## config.mk

```make
export PLATFORM = sky130hd
export DESIGN_NAME = ps2_kbd_ctrl_flat
export DESIGN_NICKNAME = d
export VERILOG_FILES = /design/src/rtl/ps2_kbd_ctrl_if.sv /design/src/rtl/ps2_kbd_ctrl.sv /design/src/flat_wrapper.sv
export SDC_FILE = /design/constraint.sdc
export NUM_CORES = 1
export LEC_CHECK = 0
export ABC_AREA = 0
export CAP_MARGIN = 20
export CORE_ASPECT_RATIO = 2
export CORE_MARGIN = 4
export CORE_UTILIZATION = 25
export CTS_CLUSTER_SIZE = 12
export DETAILED_ROUTE_END_ITERATION = 8
export PLACE_DENSITY = 0.5
export SYNTH_ARGS = -nofsm -noshare
export SYNTH_HDL_FRONTEND = slang
export SYNTH_SLANG_ARGS = --single-unit
```

## constraint.sdc

```tcl
create_clock -name clk -period 4.3 [get_ports clk]
set_input_delay 0.86 -clock clk [delete_from_list [all_inputs] [get_ports clk]]
set_output_delay 0.86 -clock clk [all_outputs]
set_load 0.03 [all_outputs]
```

## src/rtl/ps2_kbd_ctrl_if.sv

```systemverilog
// Keyboard FIFO handshake plus key-event valid/ready port between ps2_kbd_ctrl and its neighbours.
// master = the controller; slave = FIFO source / event consumer side.
interface ps2_kbd_ctrl_if;
  logic [7:0] kbd_data;
  logic       kbd_ready;
  logic       kbd_overflow;
  logic       kbd_nextdata_n;
  logic       ev_valid;
  logic       ev_ready;
  logic [7:0] ev_code;
  logic       ev_ext;
  logic       ev_break;

  modport master (
    input  kbd_data, kbd_ready, kbd_overflow, ev_ready,
    output kbd_nextdata_n, ev_valid, ev_code, ev_ext, ev_break
  );

  modport slave (
    output kbd_data, kbd_ready, kbd_overflow, ev_ready,
    input  kbd_nextdata_n, ev_valid, ev_code, ev_ext, ev_break
  );
endinterface

```

## src/rtl/ps2_kbd_ctrl.sv

```systemverilog
// Drains the ps2_keyboard FIFO, folds E0/F0 prefixes into whole key events, tracks held key,
// counts new presses, and flags overflow / protocol errors.
module ps2_kbd_ctrl #(
  parameter int CNT_W   = 8,
  parameter int TMO_W   = 20,
  parameter int TMO_CYC = 1000000
) (
  input  logic             clk,
  input  logic             rst,
  ps2_kbd_ctrl_if.master   bus,
  input  logic             clr_ovf,
  output logic [CNT_W-1:0] key_cnt,
  output logic             held_valid,
  output logic [7:0]       held_code,
  output logic             ovf_sticky,
  output logic             err
);

  typedef enum logic [1:0] {FETCH, DECODE, OUT} state_t;

  localparam logic [TMO_W-1:0] TMO_LAST = TMO_W'(TMO_CYC - 1);

  state_t           state, state_nx;
  logic [7:0]       byte_r, byte_nx;
  logic             ext_r, ext_nx, brk_r, brk_nx;
  logic [TMO_W-1:0] tmr, tmr_nx;
  logic             pop_n, pop_n_nx;
  logic             ev_valid_r, ev_valid_nx;
  logic [7:0]       ev_code_r, ev_code_nx;
  logic             ev_ext_r, ev_ext_nx, ev_brk_r, ev_brk_nx;
  logic [CNT_W-1:0] cnt_nx;
  logic             held_valid_nx;
  logic [7:0]       held_code_nx;
  logic             ovf_nx, err_nx;

  assign bus.kbd_nextdata_n = pop_n;
  assign bus.ev_valid       = ev_valid_r;
  assign bus.ev_code        = ev_code_r;
  assign bus.ev_ext         = ev_ext_r;
  assign bus.ev_break       = ev_brk_r;

  always_ff @(posedge clk) begin
    if (rst) begin
      state      <= FETCH;
      byte_r     <= '0;
      ext_r      <= 1'b0;
      brk_r      <= 1'b0;
      tmr        <= '0;
      pop_n      <= 1'b1;
      ev_valid_r <= 1'b0;
      ev_code_r  <= '0;
      ev_ext_r   <= 1'b0;
      ev_brk_r   <= 1'b0;
      key_cnt    <= '0;
      held_valid <= 1'b0;
      held_code  <= '0;
      ovf_sticky <= 1'b0;
      err        <= 1'b0;
    end else begin
      state      <= state_nx;
      byte_r     <= byte_nx;
      ext_r      <= ext_nx;
      brk_r      <= brk_nx;
      tmr        <= tmr_nx;
      pop_n      <= pop_n_nx;
      ev_valid_r <= ev_valid_nx;
      ev_code_r  <= ev_code_nx;
      ev_ext_r   <= ev_ext_nx;
      ev_brk_r   <= ev_brk_nx;
      key_cnt    <= cnt_nx;
      held_valid <= held_valid_nx;
      held_code  <= held_code_nx;
      ovf_sticky <= ovf_nx;
      err        <= err_nx;
    end
  end

  always_comb begin
    state_nx      = state;
    byte_nx       = byte_r;
    ext_nx        = ext_r;
    brk_nx        = brk_r;
    tmr_nx        = tmr;
    pop_n_nx      = 1'b1;
    ev_valid_nx   = ev_valid_r;
    ev_code_nx    = ev_code_r;
    ev_ext_nx     = ev_ext_r;
    ev_brk_nx     = ev_brk_r;
    cnt_nx        = key_cnt;
    held_valid_nx = held_valid;
    held_code_nx  = held_code;
    err_nx        = 1'b0;
    // overflow wins over a same-cycle clear so an event is never hidden
    ovf_nx        = bus.kbd_overflow ? 1'b1 : (clr_ovf ? 1'b0 : ovf_sticky);

    case (state)
      FETCH: begin
        if (bus.kbd_ready) begin
          byte_nx  = bus.kbd_data;
          pop_n_nx = 1'b0;
          tmr_nx   = '0;
          state_nx = DECODE;
        end else if (ext_r || brk_r) begin
          if (tmr == TMO_LAST) begin
            ext_nx = 1'b0;
            brk_nx = 1'b0;
            tmr_nx = '0;
            err_nx = 1'b1;
          end else begin
            tmr_nx = tmr + TMO_W'(1);
          end
        end else begin
          tmr_nx = '0;
        end
      end
      // kbd_ready is ignored here: the FIFO read pointer is still settling after the pop
      DECODE: begin
        state_nx = FETCH;
        case (byte_r)
          8'hE0: ext_nx = 1'b1;
          8'hF0: brk_nx = 1'b1;
          8'h00, 8'hFF: begin
            err_nx = 1'b1;
            ext_nx = 1'b0;
            brk_nx = 1'b0;
          end
          default: begin
            ev_valid_nx = 1'b1;
            ev_code_nx  = byte_r;
            ev_ext_nx   = ext_r;
            ev_brk_nx   = brk_r;
            state_nx    = OUT;
          end
        endcase
      end
      OUT: begin
        if (bus.ev_ready) begin
          ev_valid_nx = 1'b0;
          ext_nx      = 1'b0;
          brk_nx      = 1'b0;
          state_nx    = FETCH;
          if (!ev_brk_r) begin
            // typematic repeats of the held key are not new presses
            if (!(held_valid && held_code == ev_code_r)) begin
              cnt_nx        = key_cnt + CNT_W'(1);
              held_code_nx  = ev_code_r;
              held_valid_nx = 1'b1;
            end
          end else if (held_valid && held_code == ev_code_r) begin
            held_valid_nx = 1'b0;
          end
        end
      end
      default: state_nx = FETCH;
    endcase
  end

endmodule

```

## src/flat_wrapper.sv

```systemverilog
// flat-port wrapper written by rule: the top's interface ports become plain ports
module ps2_kbd_ctrl_flat 
#(
  parameter int CNT_W   = 8,
  parameter int TMO_W   = 20,
  parameter int TMO_CYC = 1000000
)
  (clk, rst, clr_ovf, key_cnt, held_valid, held_code, ovf_sticky, err, bus_kbd_data, bus_kbd_ready, bus_kbd_overflow, bus_ev_ready, bus_kbd_nextdata_n, bus_ev_valid, bus_ev_code, bus_ev_ext, bus_ev_break);
  ps2_kbd_ctrl_if bus_i ();
  input  logic clk;
  input  logic rst;
  input  logic clr_ovf;
  output logic [CNT_W-1:0] key_cnt;
  output logic held_valid;
  output logic [7:0] held_code;
  output logic ovf_sticky;
  output logic err;
  input wire logic [$bits(bus_i.kbd_data)-1:0] bus_kbd_data;
  input wire logic [$bits(bus_i.kbd_ready)-1:0] bus_kbd_ready;
  input wire logic [$bits(bus_i.kbd_overflow)-1:0] bus_kbd_overflow;
  input wire logic [$bits(bus_i.ev_ready)-1:0] bus_ev_ready;
  output wire logic [$bits(bus_i.kbd_nextdata_n)-1:0] bus_kbd_nextdata_n;
  output wire logic [$bits(bus_i.ev_valid)-1:0] bus_ev_valid;
  output wire logic [$bits(bus_i.ev_code)-1:0] bus_ev_code;
  output wire logic [$bits(bus_i.ev_ext)-1:0] bus_ev_ext;
  output wire logic [$bits(bus_i.ev_break)-1:0] bus_ev_break;
  assign bus_i.kbd_data = bus_kbd_data;
  assign bus_i.kbd_ready = bus_kbd_ready;
  assign bus_i.kbd_overflow = bus_kbd_overflow;
  assign bus_i.ev_ready = bus_ev_ready;
  assign bus_kbd_nextdata_n = bus_i.kbd_nextdata_n;
  assign bus_ev_valid = bus_i.ev_valid;
  assign bus_ev_code = bus_i.ev_code;
  assign bus_ev_ext = bus_i.ev_ext;
  assign bus_ev_break = bus_i.ev_break;
  ps2_kbd_ctrl #(.CNT_W(CNT_W), .TMO_W(TMO_W), .TMO_CYC(TMO_CYC)) u_core (.clk(clk), .rst(rst), .bus(bus_i), .clr_ovf(clr_ovf), .key_cnt(key_cnt), .held_valid(held_valid), .held_code(held_code), .ovf_sticky(ovf_sticky), .err(err));
endmodule
```

=== Word-level counts from Yosys, hierarchy flattened ===
Cells that the tools add are included.

* Logic and storage cells: 84
* Register bits after elaboration: 63
* Output and inout port bits: 31
* Input bits: 14

* Add/subtract/negate cells: 2
* Bitwise logic cells: 4
* Eq/ne operators: 17
* Reductions and logical operators: 18
* Mux-type cells: 28

{| class="wikitable"
|+ Operators by type and width
! operator !! count
|-
| 20-bit two-way mux || 3
|-
| 8-bit == test (second input constant) || 3
|-
| 20-bit by 1-bit adder with 20-bit output (second input constant) || 1
|-
| 20-bit == test (second input constant) || 1
|-
| 1-bit two-way mux || 15
|-
| 6-bit AND reduction || 2
|-
| 2-bit != test (second input constant) || 5
|-
| 8-bit by 1-bit adder with 8-bit output (second input constant) || 1
|-
| 8-bit == test || 1
|-
| 8-bit logical NOT || 1
|-
| 1-bit one-hot mux with 2 select lines || 4
|-
| 4-bit AND reduction || 2
|-
| 2-bit two-way mux || 3
|-
| 2-bit by 1-bit != test with 1-bit output (second input constant) || 3
|-
| 3-bit by 2-bit != test with 1-bit output (second input constant) || 2
|-
| 1-bit one-hot mux with 3 select lines || 2
|-
| 2-bit one-hot mux with 3 select lines || 1
|-
| 2-bit AND reduction || 3
|-
| 1-bit inverter || 4
|-
| 2-bit nonzero test || 2
|-
| 2-bit OR reduction || 2
|-
| 4-bit OR reduction || 1
|-
| 3-bit AND reduction || 1
|-
| 3-bit nonzero test || 1
|-
| other kinds (5) || 5
|}

=== Longest topological paths before layout ===
Gate-level depths: netlist (run 1).

* Word-level depth: 5
* Depth in mapped cells: 10

=== Worst setup path before layout (run 1) ===
Ideal clock, no wire load.

* Kind: input to register
* Start point: input bus_kbd_ready
* End point: register u_core.tmr[6]
* Data arrival time: 2181 ps
* Library setup time: 74 ps
* Slack: 2045 ps
* Stages on the path: 6
* Cell sequence: o21bai_1 or3_1 a211oi_2 buf_4 o21ai_0 a31oi_1

* Longest elaborated chain between the ends: 1

{| class="wikitable"
|+ RTL lines
! item !! RTL line !! source
|-
| start, declared || flat_wrapper.sv:19 || <nowiki>input wire logic [$bits(bus_i.kbd_ready)-1:0] bus_kbd_ready;</nowiki>
|-
| 20-bit two-way mux || ps2_kbd_ctrl.sv:98 || <nowiki>if (bus.kbd_ready) begin</nowiki>
|-
| end signal, assigned || ps2_kbd_ctrl.sv:64 || <nowiki>tmr <= tmr_nx;</nowiki>
|-
| end, declared || ps2_kbd_ctrl.sv:26 || <nowiki>logic [TMO_W-1:0] tmr, tmr_nx;</nowiki>
|}

Every way passes these cells.
A chain may end at the register's enable or synchronous reset.

=== Final worst setup path (run 1) ===
* Start point: input bus_kbd_ready
* End point: register u_core.tmr[4]

Same word-level chain as after synthesis.

==> results.cfg, run 1 <==
[worst_setup_path]
critPathCaptureType = flip-flop
required_ns = 4.55
reg2reg_setup_slack_ns = 1.97
max_stage_delay_ns = 0.49
ff2ff_path_depth = 9
reg2reg_to = u_core.key_cnt[7]$_SDFFE_PP0P_
path_max_fanout = 11
worstSetupPathType = input port to flip-flop
start_kind = input port
critPathSlowestCell = a211oi_2
r2r_start = u_core.bus.ev_code[0]$_SDFFE_PP0P_
worst-path-buf-inv = 2
critical-path-top-delay-family = compound AO/OA/AOI/OAI gates
crit_arrival_ns = 2.89
worstPathCellList = clkdlybuf4s50_1, o21bai_1, or3_1, a211oi_2, buf_4, a21oi_1, o21ai_0

[sta]
final.setup_skew_ns = 0.00748
worstMarginPinSlew_ns = 0.913
timing.slew.headroom_pct = 38.6
slew_viol_final = 0
fmax_ghz = 0.379
fin_crit_sh_pct = 61.4
setup_ws_ns = 1.66
hold_viol_final = 0
fin_setup_tns_ns = 0
rsz0062_at_grt = no
setup_viol = 0
finalCriticalPeriod_ns = 2.64

[finish]
n_antenna_cell = 0
num-fill-cells = 1194
syn2layout_area_growth_pct = 30.2
nets = 399
layout-drive-gt1-share_pct = 7.24

[clock_tree]
clk_latency_ns = 0.33
clock_path_buffers = 2
post-cts-setup-buffers = 0
cts_root_buf = clkbuf_16
cts.sinks = 63
postCtsHoldBufs = 0
htreeDepth = 3
tritoncts.num_buffers = 9
path_clk_slew_ns = 0.05
cts_resized = 0
cts_tree = yes

[route]
wl_per_cell_um = 14.8
viasPerCell = 4.78
drc = 0
drt_pass1_iterations = 4
drt_iter0_drc = 69
vias = 2517
drtAntennaViolNets = 0
finalWirelength_mm = 7.80

[yosys]
yosys-top-cells-count = dfxtp_1, nand2_1, nor2_1, a21oi_1, xor2_1
synth.avg_cell_area_um2 = 8.34
yosys.area.top_type = dfxtp_1
syn_nets = 357
async_flop_share_pct = 0
netlist_area_um2 = 2830
synth_top_area_share_pct = 44.5
ys.flop_type = dfxtp_1
synth.distinct_cells = 44
yosysWarningCount = 0
synth_seq_area_share_pct = 44.5
synthTopCellsByArea = dfxtp_1, nand2_1, a21oi_1, xor2_1, nor2_1
syn_inst = 340
synth_edf_count = 0
synth_most_common_cell = dfxtp_1
ys_ff_latch = 63

[power]
intPower_uw = 1090
pwr-share-seq_pct = 42.1
sw_frac_of_total_pct = 24.9
clkPwrFrac_pct = 51.2
p_leak_uw = 0.00136
p_sw_uw = 361
irDropWorstVdd_mv = 0.213
power.density_nw_per_um2 = 394
combPwrFrac_pct = 6.7

[floorplanning]
num_rows = 54
die_area_um2 = 13200
start_util_pct = 25.7
die_x_um = 83.3
core_um2 = 11000
ios = 45
die_h_um = 159

[grt]
antenna_found_initial = 0
first_global_vias = 2616
overflow = 0
grt_max_degree = 49
track_usage_pct = 12.5
grt_pass1_wl_mm = 12.9

[place]
gp_congestion = 0.814
port_buffers = 44
pre_cts_ws_ns = 1.29
dp_hpwl_mm = 5.79

[hold_path]
hp-start = u_core.bus.ev_valid$_SDFFE_PP0P_
whs_path_depth = 2
holdPathEnd = u_core.bus.ev_valid$_SDFFE_PP0P_
hold_path.class = flip-flop to flip-flop

[run]
max_cap_viol_count = 0

[run_status]
status = completed
## area by class of cell
type,instances,area (µm²),share of cell area [%]
Multi-Input combinational cell,250,1460,39.5
Sequential cell,63,1260,34.2
Timing Repair Buffer,45,443,12.0
Clock buffer,9,225,6.11
Tap cell,140,175,4.75
Clock inverter,7,78.8,2.14
Inverter,13,48.8,1.32
## worst min-delay path, cell delays in order, from the launching register on
cell     delay [ns]
dfxtp_1        0.31
nand2_1        0.05
a21oi_1        0.05
## worst max-delay path by stage
stage                             start                          to  depth (start not counted)
after global routing      bus_kbd_ready  u_core.tmr[9]$_SDFFE_PP0P_                          7
after detailed placement  bus_kbd_ready  u_core.tmr[4]$_SDFFE_PP0P_                          7
after floorplan           bus_kbd_ready  u_core.tmr[6]$_SDFFE_PP0P_                          6
after global placement    bus_kbd_ready  u_core.tmr[6]$_SDFFE_PP0P_                          7
final                     bus_kbd_ready  u_core.tmr[4]$_SDFFE_PP0P_                          7
after CTS                 bus_kbd_ready  u_core.tmr[4]$_SDFFE_PP0P_                          7
## power by group through the flow
stage	clock [µW]	sequential [µW]	combinational, µW
after detailed placement	0	625	99.4
after floorplan	0	630	54.0
final	743	612	97.7
after CTS	761	612	99.9
after global routing	787	614	109
after global placement	0	625	98.8
## sequential cells by signal, summed over array words and instances (netlist names), 2 cells and up
name and count:
u_core.byte_r 8, u_core.tmr 20, u_core.bus.ev_code 8, u_core.key_cnt 8, u_core.state 2, u_core.held_code 8
## through the flow
step                      hold slack [ns]  total power (µW)  utilization, %  instance area (µm²)  instances
after floorplan                     0.430               684               -                 2830        340
after global placement              0.448               724            30.7                 3380        511
after detailed placement            0.454               725            30.7                 3380        511
after CTS                           0.461              1470            33.5                 3690        527
after global routing                0.477              1510            33.5                 3690        527
final                               0.458              1450            33.5                 3690        527
## layer usage
| layer | share of wire, % | track usage, % | up-vias | wire [µm] |
|---|---|---|---|---|
| met5 | 0 | 0 | - | 0 |
| met4 | 2.6 | 6.00 | 0 | 199 |
| met3 | 3.8 | 3.42 | 13 | 295 |
| met2 | 58 | 24.7 | 43 | 4540 |
| met1 | 35 | 11.7 | 1194 | 2760 |
| li1 | - | - | 1267 | - |
## kinds of logic after synthesis
family	share of synthesized area (%)
buffers and inverters	4.11
xor gates and xnor gates	6.18
AOI/OAI and AO/OA	15.9
and+or+nand+nor	25.2
adders and majority gates	1.32
DFF	44.5
muxes	2.83
## placed cells by master, fill, tap and decap left out, drive strengths merged, types with 7 or more instances in the layout
cell and count:
xor2 17, mux2i 8, clkbuf 9, dfxtp 63
nand4 9, inv 16, nor3 7, nand3 13
nand2 52, o21ai 18, clkdlybuf4s50 43, a31oi 9
nor2 34, a21oi 30
(Power assumes the default switching activity.)
==> inputs of run 2 (changes only) <==
==> constraint.sdc (replaced) <==
create_clock -name clk -period 2.5 [get_ports clk]
set_input_delay 0.5 -clock clk [delete_from_list [all_inputs] [get_ports clk]]
set_output_delay 0.5 -clock clk [all_outputs]
set_load 0.03 [all_outputs]
==> run 2 against run 1 <==
Compared with the run above:
- via count increased by 1.1%
- critical path depth unchanged
- flip-flop and latch count unchanged
- global-route usage decreased by 0.35 points
- critical path type is now flip-flop to flip-flop
==> results.cfg, run 2 (same netlist as run 1, synthesis figures left out) <==
[run_status]
status = completed

[floorplanning]
num_rows = 54
ios = 45
start_util_pct = 25.7
die_h_um = 159
die_x_um = 83.3
die_area_um2 = 13200
core_um2 = 11000

[grt]
antenna_found_initial = 0
overflow = 0
first_global_vias = 2534
track_usage_pct = 12.2
grt_pass1_wl_mm = 12.4
grt_max_degree = 38

[finish]
largest-register = u_core.tmr
final_area_um2 = 3740
final_cell_mix = dfxtp_1, nand2_1, clkdlybuf4s50_1
syn2layout_area_growth_pct = 32.0
n_antenna_cell = 0
layout-drive-gt1-share_pct = 8.65
nets = 405
largest_reg_flops = 20
layout_commonest_cell = dfxtp_1
instances_no_fill = 533

[sta]
setup_viol = 0
fin_crit_sh_pct = 82.9
worstMarginPinSlew_ns = 0.801
final.setup_skew_ns = 0.00597
fmax_ghz = 0.483
slew_viol_final = 0
finalCriticalPeriod_ns = 2.07
rsz0062_at_grt = no
hold_viol_final = 0
timing.slew.headroom_pct = 46.4
fin_setup_tns_ns = 0

[place]
dp.cells = 517
dp_hpwl_mm = 5.78
placed_cell_area_um2 = 3440
gp_congestion = 0.822
port_buffers = 44

[route]
vias = 2544
drtAntennaViolNets = 0
drt_iter0_drc = 79
drc = 0
finalWirelength_mm = 7.81
viasPerCell = 4.77
wl_per_cell_um = 14.7
drt_pass1_iterations = 5

[hold_path]
hp-start = u_core.bus.ev_valid$_SDFFE_PP0P_
whs_path_depth = 2
holdPathEnd = u_core.bus.ev_valid$_SDFFE_PP0P_
hold_path.class = flip-flop to flip-flop

[clock_tree]
postCtsHoldBufs = 0
clock_path_buffers = 2
cts.sinks = 63
path_clk_slew_ns = 0.05
tritoncts.num_buffers = 9
post-cts-setup-buffers = 0
cts_root_buf = clkbuf_16
cts_tree = yes
clk_latency_ns = 0.33
htreeDepth = 3
cts_resized = 0

[worst_setup_path]
critical-path-top-delay-family = simple AND/OR/NAND/NOR gates
worst-path-buf-inv = 1
critPathSlowestCell = nor4_4
max_stage_delay_ns = 0.44
critPathCaptureType = flip-flop
worstSetupPathType = flip-flop to flip-flop
start_kind = flip-flop
crit_arrival_ns = 2.30
cp_num_cells = 7
ff2ff_path_depth = 7
path_max_fanout = 19
worstPathCellList = ha_1, nand3_1, nor4_4, a211oi_2, buf_12, a21o_1, a22o_1
reg2reg_to = u_core.tmr[17]$_SDFFE_PP0P_
reg2reg_setup_slack_ns = 0.43
r2r_start = u_core.tmr[0]$_SDFFE_PP0P_
required_ns = 2.73

[power]
irDropWorstVdd_mv = 0.332
p_leak_uw = 0.00140
power_uw = 2490
power.density_nw_per_um2 = 664

[run]
max_cap_viol_count = 0
==> run 2: cell types whose count changed in the layout (fill, tap and decap cells not counted) <==
cell,before,now
buf_12,0,1
buf_4,1,6
clkbuf_8,0,1
clkinv_2,0,3
clkinvlp_4,3,2
inv_6,3,0
==> run 2: how the worst max path moves through the flow <==
stage                                        from                             end
4_1_cts                u_core.tmr[0]$_SDFFE_PP0P_     u_core.tmr[14]$_SDFFE_PP0P_
3_5_place_dp                        bus_kbd_ready      u_core.tmr[9]$_SDFFE_PP0P_
5_1_grt                u_core.tmr[0]$_SDFFE_PP0P_     u_core.tmr[17]$_SDFFE_PP0P_
2_1_floorplan  u_core.bus.ev_code[5]$_SDFFE_PP0P_  u_core.key_cnt[0]$_SDFFE_PP0P_
6_report               u_core.tmr[0]$_SDFFE_PP0P_     u_core.tmr[17]$_SDFFE_PP0P_
3_3_place_gp                        bus_kbd_ready      u_core.tmr[9]$_SDFFE_PP0P_
==> run 2: worst reg2reg max path, cell delays in order, from the launching register on <==
cell and delay, ns:
dfxtp_1 0.38, ha_1 0.21, nand3_1 0.24, nor4_4 0.44
a211oi_2 0.15, buf_12 0.18, a21o_1 0.15, a22o_1 0.21
==> run 2: where the power goes <==
part           switching (µW)  leakage [µW]  internal, µW
Combinational             101      0.000741          73.7
Sequential               24.3      0.000510          1030
Clock                     468      0.000144           792
Total                     594       0.00140          1890
==> run 2: routing by layer <==
layer,part of all wire [%],global-route usage [%],up-vias
li1,-,-,1284
met1,38,11.4,1179
met2,56,23.8,63
met3,2.8,2.49,18
met4,3.1,7.64,0
met5,0,0,-
==> run 2: per-stage QoR <==
| step | hold WS [ns] | setup WS (ns) | util [%] |
|---|---|---|---|
| final | 0.457 | 0.429 | 34.0 |
| after floorplan | 0.430 | 0.560 | - |
| after global routing | 0.479 | 0.247 | 34.0 |
| after CTS | 0.461 | 0.413 | 34.0 |
| after detailed placement | 0.454 | 0.116 | 31.3 |
| after global placement | 0.451 | 0.133 | 31.3 |
==> run 2: final cells by class <==
cell class,count,area (µm²)
sequential,63,1260
fill,1169,7270
timing repair buffer,51,500
clock buffer,10,239
inverter,13,48.8
multi-input combinational,250,1460
clock inverter,6,60.1
tap,140,175
==> inputs of run 3 (changes only) <==
--- a/config.mk
+++ b/config.mk
@@ -12,7 +12,7 @@
 export CORE_UTILIZATION = 25
 export CTS_CLUSTER_SIZE = 12
 export DETAILED_ROUTE_END_ITERATION = 8
-export PLACE_DENSITY = 0.5
+export PLACE_DENSITY = 0.52
 export SYNTH_ARGS = -nofsm -noshare
 export SYNTH_HDL_FRONTEND = slang
 export SYNTH_SLANG_ARGS = --single-unit
==> constraint.sdc (replaced) <==
create_clock -name clk -period 1.67 [get_ports clk]
set_input_delay 0.334 -clock clk [delete_from_list [all_inputs] [get_ports clk]]
set_output_delay 0.334 -clock clk [all_outputs]
set_load 0.03 [all_outputs]
==> run 3 against run 2 <==
Compared with the run above:
- the run now ends with setup timing left
- cell area is 25% higher
- core utilization is 8.6 points higher
- largest power group unchanged
- count of clock-buffer cells in the layout is 3 higher
- hold slack worse by 0.080 ns
- sequential power is 48% higher
- clock skew is 0.0026 ns lower
- non-clock buffer count is 85 higher
==> results.cfg, run 3 (same netlist as run 1, synthesis figures left out) <==
[sta]
worstMarginPinSlew_ns = 0.481
fin_crit_sh_pct = 114
final.setup_skew_ns = 0.00341
fmax_ghz = 0.523
setup_ws_ns = -0.241
finalCriticalPeriod_ns = 1.91
fin_setup_tns_ns = -5.42
setup_viol = 46
hold_viol_final = 0
rsz0062_at_grt = yes
timing.slew.headroom_pct = 67.9
slew_viol_final = 0

[worst_setup_path]
reg2reg_setup_slack_ns = -0.24
worstSetupPathType = flip-flop to flip-flop
worstPathCellList = or4b_4, nor4_4, buf_4, buf_4, and3_4, o211ai_1, a211oi_2
critPathSlowestCell = or4b_4
crit_arrival_ns = 2.16
max_stage_delay_ns = 0.54
reg2reg_to = u_core.ext_r$_SDFFE_PP0P_
path_max_fanout = 3
required_ns = 1.91
critPathCaptureType = flip-flop
start_kind = flip-flop
ff2ff_path_depth = 7
cpMostUsedCell = buf_4
r2r_start = u_core.tmr[7]$_SDFFE_PP0P_

[route]
drt_iter0_drc = 50
drtAntennaViolNets = 0
viasPerCell = 4.74
finalWirelength_mm = 9.32
drc = 0
vias = 2927
wl_per_cell_um = 15.1
drt_pass1_iterations = 4

[place]
dp_hpwl_mm = 6.80
gp_congestion = 0.864
port_buffers = 44

[floorplanning]
num_rows = 54
core_um2 = 11000
start_util_pct = 25.7
die_x_um = 83.3
ios = 45
die_area_um2 = 13200
die_h_um = 159

[power]
irDropWorstVdd_mv = 0.665
power_uw = 3850
power.density_nw_per_um2 = 822
p_leak_uw = 0.00207

[finish]
largest_reg_flops = 20
num-fill-cells = 1098
largest-register = u_core.tmr
n_antenna_cell = 0
layout_commonest_cell = buf_4
final_cell_mix = buf_4, nand2_1, dfxtp_1
regArea_um2 = 1300
layout-drive-gt1-share_pct = 37.9
nets = 490
syn2layout_area_growth_pct = 65.5
multiInputGateArea_um2 = 1690

[clock_tree]
tritoncts.num_buffers = 9
cts_tree = yes
clock_path_buffers = 2
postCtsHoldBufs = 0
path_clk_slew_ns = 0.05
cts.sinks = 63
cts_root_buf = clkbuf_16
clk_latency_ns = 0.32
htreeDepth = 3

[grt]
grt_max_degree = 44
overflow = 0
track_usage_pct = 14.2
antenna_found_initial = 0
grt_pass1_wl_mm = 14.7
first_global_vias = 3132

[run]
max_cap_viol_count = 0

[run_status]
status = complete, but fails checks
violations = setup timing

[hold_path]
hp-start = rst
hold_path.class = input port to flip-flop
holdPathEnd = u_core.bus.kbd_nextdata_n$_SDFF_PP1_
whs_path_depth = 2
==> run 3: worst max-delay path by stage <==
stage                                           start                          end  slack [ns]  cells past startpoint
after floorplan            u_core.tmr[7]$_SDFFE_PP0P_   u_core.tmr[5]$_SDFFE_PP0P_       -0.20                      6
after global placement                  bus_kbd_ready   u_core.tmr[9]$_SDFFE_PP0P_       -0.56                      6
after detailed placement                bus_kbd_ready   u_core.tmr[9]$_SDFFE_PP0P_       -0.56                      6
after CTS                 u_core.tmr[12]$_SDFFE_PP0P_  u_core.tmr[17]$_SDFFE_PP0P_       -0.24                      7
after global routing       u_core.tmr[7]$_SDFFE_PP0P_  u_core.tmr[17]$_SDFFE_PP0P_       -0.32                      7
final                      u_core.tmr[7]$_SDFFE_PP0P_    u_core.ext_r$_SDFFE_PP0P_       -0.24                      7
==> run 3: stage by stage <==
| step | area (µm²) | hold WS (ns) | util [%] | setup WS, ns | std cells |
|---|---|---|---|---|---|
| 2_1_floorplan | 2940 | 0.431 | - | -0.196 | 340 |
| 3_3_place_gp | 4070 | 0.450 | 36.9 | -0.558 | 589 |
| 3_5_place_dp | 4070 | 0.452 | 36.9 | -0.562 | 589 |
| 4_1_cts | 4450 | 0.360 | 40.4 | -0.241 | 608 |
| 5_1_grt | 4690 | 0.383 | 42.6 | -0.319 | 618 |
| 6_report | 4690 | 0.377 | 42.6 | -0.241 | 618 |
==> run 3: worst max-delay path: cells and delay by family (launching register included) <==
kind,cells,cell delay [ns]
and+or+nand+nor,3,0.93
DFF,1,0.32
buffers and inverters,2,0.30
AOI/OAI and AO/OA,2,0.29
==> run 3: area by class of cell <==
class | count | area share [%]
inverter | 13 | 1.04
tap | 140 | 3.73
clock buffer | 13 | 5.76
multi-input combinational | 250 | 36.1
sequential | 63 | 27.7
clock inverter | 3 | 0.854
timing repair buffer | 136 | 24.8
==> run 3: where the power goes <==
| part | internal, µW | total, µW | leakage, µW | switching [µW] |
|---|---|---|---|---|
| Clock | 1270 | 1920 | 0.000156 | 648 |
| Sequential | 1530 | 1550 | 0.000523 | 18.6 |
| Combinational | 174 | 381 | 0.00139 | 207 |
| Total | 2980 | 3850 | 0.00207 | 874 |
==> run 3: what timing repair did <==
action,4_1_cts,5_1_grt
gates cloned,0,2
resized for setup,56,41
endpoints found under the setup margin,77,50
buffers inserted,3,9
pin swaps,28,22
==> run 3: routing by layer <==
metal / global-route usage [%] / vias to the layer above / share of wire, %
met1: 11.9 / 1389 / 34
met5: 0 / - / 0
met3: 2.80 / 30 / 2.6
met2: 29.9 / 61 / 58
li1: - / 1447 / -
met4: 7.87 / 0 / 5.5
